### src/rtl/alu_ctrl_pkg.sv
// Shared constants for the ALU control sequencer: op encodings, main-control
// aoi codes, R-type function codes and the sequencer FSM states.
package alu_ctrl_pkg;

  localparam logic [2:0] OP_AND = 3'b000;
  localparam logic [2:0] OP_OR  = 3'b001;
  localparam logic [2:0] OP_ADD = 3'b010;
  localparam logic [2:0] OP_MUL = 3'b011;
  localparam logic [2:0] OP_DIV = 3'b100;
  localparam logic [2:0] OP_NOP = 3'b101;
  localparam logic [2:0] OP_SUB = 3'b110;
  localparam logic [2:0] OP_SLT = 3'b111;

  localparam logic [1:0] AOI_ADD   = 2'b00;
  localparam logic [1:0] AOI_SUB   = 2'b01;
  localparam logic [1:0] AOI_RTYPE = 2'b10;
  localparam logic [1:0] AOI_OR    = 2'b11;

  localparam logic [3:0] FC_ADD = 4'b0000;
  localparam logic [3:0] FC_SUB = 4'b0010;
  localparam logic [3:0] FC_AND = 4'b0100;
  localparam logic [3:0] FC_OR  = 4'b0101;
  localparam logic [3:0] FC_SLT = 4'b1010;
  localparam logic [3:0] FC_MUL = 4'b1000;
  localparam logic [3:0] FC_DIV = 4'b1001;

  typedef enum logic {
    ST_IDLE  = 1'b0,
    ST_MULTI = 1'b1
  } state_e;

endpackage

### src/rtl/alu_ctrl_seq_decode.sv
// Combinational aoi/function-code decoder shared with the single-cycle core.
// Divide decode is present only when ALUCU_DIV_EN is defined.
module alu_ctrl_decode
  import alu_ctrl_pkg::*;
#(
  parameter int FC_W = 4
) (
  input  logic [1:0]      aoi,
  input  logic [FC_W-1:0] functionCode,
  output logic [2:0]      op,
  output logic            isMulti,
  output logic            isDiv,
  output logic            illegal
);

  logic fc_hi_zero;

  // Only the low nibble is decoded; any set upper bit makes the code illegal.
  assign fc_hi_zero = ((functionCode >> 4) == '0);

  // Map aoi (and for R-type the function code) to an ALU op; unknown -> NOP+illegal.
  always_comb begin
    op      = OP_NOP;
    isMulti = 1'b0;
    isDiv   = 1'b0;
    illegal = 1'b0;
    case (aoi)
      AOI_ADD: op = OP_ADD;
      AOI_SUB: op = OP_SUB;
      AOI_OR:  op = OP_OR;
      AOI_RTYPE: begin
        if (!fc_hi_zero) begin
          illegal = 1'b1;
        end else begin
          case (functionCode[3:0])
            FC_ADD: op = OP_ADD;
            FC_SUB: op = OP_SUB;
            FC_AND: op = OP_AND;
            FC_OR:  op = OP_OR;
            FC_SLT: op = OP_SLT;
            FC_MUL: begin
              op      = OP_MUL;
              isMulti = 1'b1;
            end
            FC_DIV: begin
`ifdef ALUCU_DIV_EN
              op      = OP_DIV;
              isMulti = 1'b1;
              isDiv   = 1'b1;
`else
              illegal = 1'b1;
`endif
            end
            default: illegal = 1'b1;
          endcase
        end
      end
      // X/Z on aoi falls through here in four-state simulation.
      default: illegal = 1'b1;
    endcase
  end

endmodule

### src/rtl/alu_ctrl_seq.sv
// ALU control sequencer: registers the decoded ALU op for EX and holds off new
// work for the occupancy of multiply/divide via an IDLE/MULTI FSM and a down
// counter. Optional macro ALUCU_DIV_EN compiles in divide decode and
// DIV_CYCLES occupancy.
module alu_ctrl_seq
  import alu_ctrl_pkg::*;
#(
  parameter int FC_W       = 4,
  parameter int OP_W       = 3,
  parameter int MUL_CYCLES = 4,
  parameter int DIV_CYCLES = 8
) (
  input  logic            clk,
  input  logic            reset,
  input  logic            inValid,
  output logic            inReady,
  input  logic [1:0]      aoi,
  input  logic [FC_W-1:0] functionCode,
  output logic [OP_W-1:0] op,
  output logic            opValid,
  output logic            busy,
  output logic            done,
  output logic            illegal
);

`ifdef ALUCU_DIV_EN
  localparam int CNT_MAX  = (MUL_CYCLES > DIV_CYCLES) ? MUL_CYCLES : DIV_CYCLES;
  localparam int DIV_LOAD = DIV_CYCLES - 1;
`else
  // Without the divider DIV_CYCLES has no effect; it is referenced only so
  // the parameter list is identical in both builds.
  localparam int CNT_MAX  = MUL_CYCLES + 0 * DIV_CYCLES;
  localparam int DIV_LOAD = MUL_CYCLES - 1;
`endif
  localparam int CNT_W    = (CNT_MAX > 1) ? $clog2(CNT_MAX) : 1;
  localparam int MUL_LOAD = MUL_CYCLES - 1;

  state_e          state_q, state_d;
  logic [CNT_W-1:0] cnt_q, cnt_d;
  logic [OP_W-1:0] op_q, op_d;
  logic            op_valid_q, op_valid_d;
  logic            illegal_q, illegal_d;

  logic [2:0]      dec_op;
  logic            dec_multi;
  logic            dec_div;
  logic            dec_illegal;

  alu_ctrl_decode #(.FC_W(FC_W)) u_decode (
    .aoi          (aoi),
    .functionCode (functionCode),
    .op           (dec_op),
    .isMulti      (dec_multi),
    .isDiv        (dec_div),
    .illegal      (dec_illegal)
  );

  // Next-state: accept in IDLE, count down occupancy in MULTI.
  always_comb begin
    state_d    = state_q;
    cnt_d      = cnt_q;
    op_d       = op_q;
    op_valid_d = 1'b0;
    illegal_d  = 1'b0;
    case (state_q)
      ST_IDLE: begin
        if (inValid) begin
          op_d       = OP_W'(dec_op);
          op_valid_d = 1'b1;
          illegal_d  = dec_illegal;
          if (dec_multi) begin
            cnt_d   = dec_div ? CNT_W'(DIV_LOAD) : CNT_W'(MUL_LOAD);
            state_d = ST_MULTI;
          end
        end
      end
      ST_MULTI: begin
        if (cnt_q == '0) begin
          state_d = ST_IDLE;
        end else begin
          cnt_d = cnt_q - CNT_W'(1);
        end
      end
      default: state_d = ST_IDLE;
    endcase
  end

  // Registers; reset aborts any multi-cycle op and discards that cycle's input.
  always_ff @(posedge clk) begin
    if (reset) begin
      state_q    <= ST_IDLE;
      cnt_q      <= '0;
      op_q       <= OP_W'(OP_NOP);
      op_valid_q <= 1'b0;
      illegal_q  <= 1'b0;
    end else begin
      state_q    <= state_d;
      cnt_q      <= cnt_d;
      op_q       <= op_d;
      op_valid_q <= op_valid_d;
      illegal_q  <= illegal_d;
    end
  end

  assign inReady = (state_q == ST_IDLE);
  assign busy    = (state_q == ST_MULTI);
  assign done    = (state_q == ST_MULTI) && (cnt_q == '0);
  assign op      = op_q;
  assign opValid = op_valid_q;
  assign illegal = illegal_q;

endmodule

### config.mk
export PLATFORM = sky130hd
export DESIGN_NAME = alu_ctrl_seq
export DESIGN_NICKNAME = d
export VERILOG_FILES = /design/src/rtl/alu_ctrl_pkg.sv /design/src/rtl/alu_ctrl_seq_decode.sv /design/src/rtl/alu_ctrl_seq.sv
export SDC_FILE = /design/constraint.sdc
export NUM_CORES = 1
export LEC_CHECK = 0
export CAP_MARGIN = 25
export CORE_AREA = 2 2 39 41
export DETAILED_ROUTE_END_ITERATION = 8
export DIE_AREA = 0 0 41 43
export GPL_TIMING_DRIVEN = 1
export PLACE_DENSITY_LB_ADDON = 0.12
export SLEW_MARGIN = 20
export SYNTH_ARGS = -nofsm -noshare
export SYNTH_HDL_FRONTEND = slang
export SYNTH_HIERARCHICAL = 1
export SYNTH_SLANG_ARGS = --single-unit
### constraint.sdc
create_clock -name clk -period 1.25 [get_ports clk]
set_clock_uncertainty 0.05 [all_clocks]
set_input_delay 0.375 -clock clk [delete_from_list [all_inputs] [get_ports clk]]
set_output_delay 0.375 -clock clk [all_outputs]
set_load 0.01 [all_outputs]
==> impl_metrics.tcl, run 1 <==
set metrics [dict create \
    status "finished, violations left" \
    violations "negative setup slack" \
    netlist_area_um2 420 \
    numCtsBuffers 3 \
    fin_ws_ns -0.184 \
    row_count 14 \
    area_growth_pct 78.3 \
    ys_warn_count 6 \
    final_max_slew_viol_count 0 \
    overflow 0 \
    worst-setup-path-type "reg -> out" \
    n_fill_cell 140 \
    start_util 0.304 \
    nNetsFinal 87 \
    hold_viol 0 \
    cts_root_buf "clkbuf_4" \
    placed_cells 86 \
    maxCapViolations 0 \
    hold_depth 4 \
    die_x_um 41 \
    grt_usage 0.128 \
    first_pass_iters 1 \
    antenna_cells 0 \
    ff_latch_area_um2 168 \
    max-vdd-ir-drop_mv 0.438 \
    grt_pass1_vias 391 \
    cts_tree "built" \
    grt_pass1_wl_mm 1.52 \
    clockBufferDepth 2 \
    synthCells 44 \
    io_pins 17 \
    post_drt_wl_per_cell_um 9.74 \
    ant_nets 0 \
    grt_max_degree 8 \
    htreeDepth 1 \
    clock_sinks 8 \
    rr_worst_depth 5 \
    drt_iter0_markers 0 \
    setup_violations 1 \
    critPathMaxFanout 2 \
    avgSynthCellArea_um2 9.55 \
    final_cells 91 \
    multiInputGateArea_um2 285 \
    min_period_ns 1.43 \
    total_leakage_power_nw 0.335 \
    hold_path.class "in -> reg" \
    finalSetupTns_ns -0.184 \
    hpwl_um 684 \
    syn-num-nets 54 \
    rsz0062_at_grt "true" \
    holdBufCountCts 0 \
    clock_latency_ns 0.25 \
    fin_area_um2 749 \
    clk_pin_slew_ns 0.06 \
    crit_path_start_kind "register" \
    numPortBuffers 16 \
    rrSetupSlack_ns 0.08 \
    power_density_nw_per_um2 793 \
    fmax_ghz 0.697 \
    period_share 1.15 \
    core_um2 1380 \
    fin_util 0.542 \
    drive_gt1_frac 0.627 \
    vias 403 \
    vias_per_cell 4.43 \
    gp_congestion 0.684 \
    worstPathRequired_ns 0.83 \
    relSlewSlack 0.805 \
    placed_cell_area_um2 683 \
    crit_arrival_ns 1.01 \
    crit_path_end_kind "output pin" \
    drc 0 \
    tightest_slew_ns 0.292 \
    dieHeight_um 43 \
    dp_slack_ns -0.584 \
    wl_um 886 \
    antenna_found_initial 0 \
    dieArea_um2 1760 \
]
[state kept, by name, indices dropped and copies added (netlist names)]
| register | flops |
|---|---|
| busy | 1 |
| cnt_q | 2 |
| opValid | 1 |
| op | 3 |
| illegal | 1 |
[cells in the final DEF, fill, tap and decap left out, drive strengths merged]
master          n
nor2b           5
nor2            6
clkbuf          6
dlygate4sd2     4
nor3            1
inv             4
a211o           2
mux2i           2
nand2           2
clkdlybuf4s50   1
a21o            1
xnor2           1
and2            2
a21oi           3
clkdlybuf4s15   2
a2111oi         2
or3             1
dfxtp           8
a211oi          2
buf            19
ha              1
[where the power goes]
part	switching, mW	internal, mW	total [mW]	leakage [nW]
combinational	0.0542	0.0775	0.132	0.253
clock	0.0844	0.110	0.194	0.0138
sequential	0.00426	0.264	0.268	0.0678
[worst max-delay path: stages, from the launching register on]
cell and delay (ns):
dfxtp_2 0.33, inv_2 0.05, ha_4 0.15, and2_4 0.13, buf_6 0.11
[final timing paths]
| check | start | to |
|---|---|---|
| setup / recovery | cnt_q[0] | done |
| setup reg to reg | busy | op[2] |
| hold reg to reg | op[1] | op[1] |
| hold / removal | aoi[0] | op[0] |
[cell type report]
type / instances / share of cell area
multi-input combinational: 31 / 0.381
clock buffer: 3 / 0.0301
timing repair buffer: 29 / 0.319
inverter: 4 / 0.0200
tap: 16 / 0.0267
sequential: 8 / 0.224
[stage by stage]
step           total power [mW]  hold WS (ns)
5_1_grt                   0.634         0.463
2_1_floorplan             0.326         0.392
3_5_place_dp              0.405         0.448
6_report                  0.594         0.435
4_1_cts                   0.601         0.442
3_3_place_gp              0.405         0.444
[what timing repair did]
item                                    in CTS  in global routing
buffers inserted                             1                  1
pin swaps                                    9                  5
resized for setup                           55                 11
endpoints found under the setup margin      15                 10
[metal layers]
layer	global-route usage	wire (um)	vias up
met2	0.197	469	10
met1	0.149	364	175
li1	-	-	218
met5	0	0	-
met3	0.0471	52	0
met4	0.0600	0	0
(Power assumes the default switching activity.)
==> inputs of run 2 (changes only) <==
--- a/config.mk
+++ b/config.mk
@@ -5,6 +5,7 @@
 export SDC_FILE = /design/constraint.sdc
 export NUM_CORES = 1
 export LEC_CHECK = 0
+export ABC_CLOCK_PERIOD_IN_PS = 1250
 export CAP_MARGIN = 25
 export CORE_AREA = 2 2 39 41
 export DETAILED_ROUTE_END_ITERATION = 8
==> results of run 2 <==
Same layout as run 1: the final DEF is identical, and so are final timing and power.
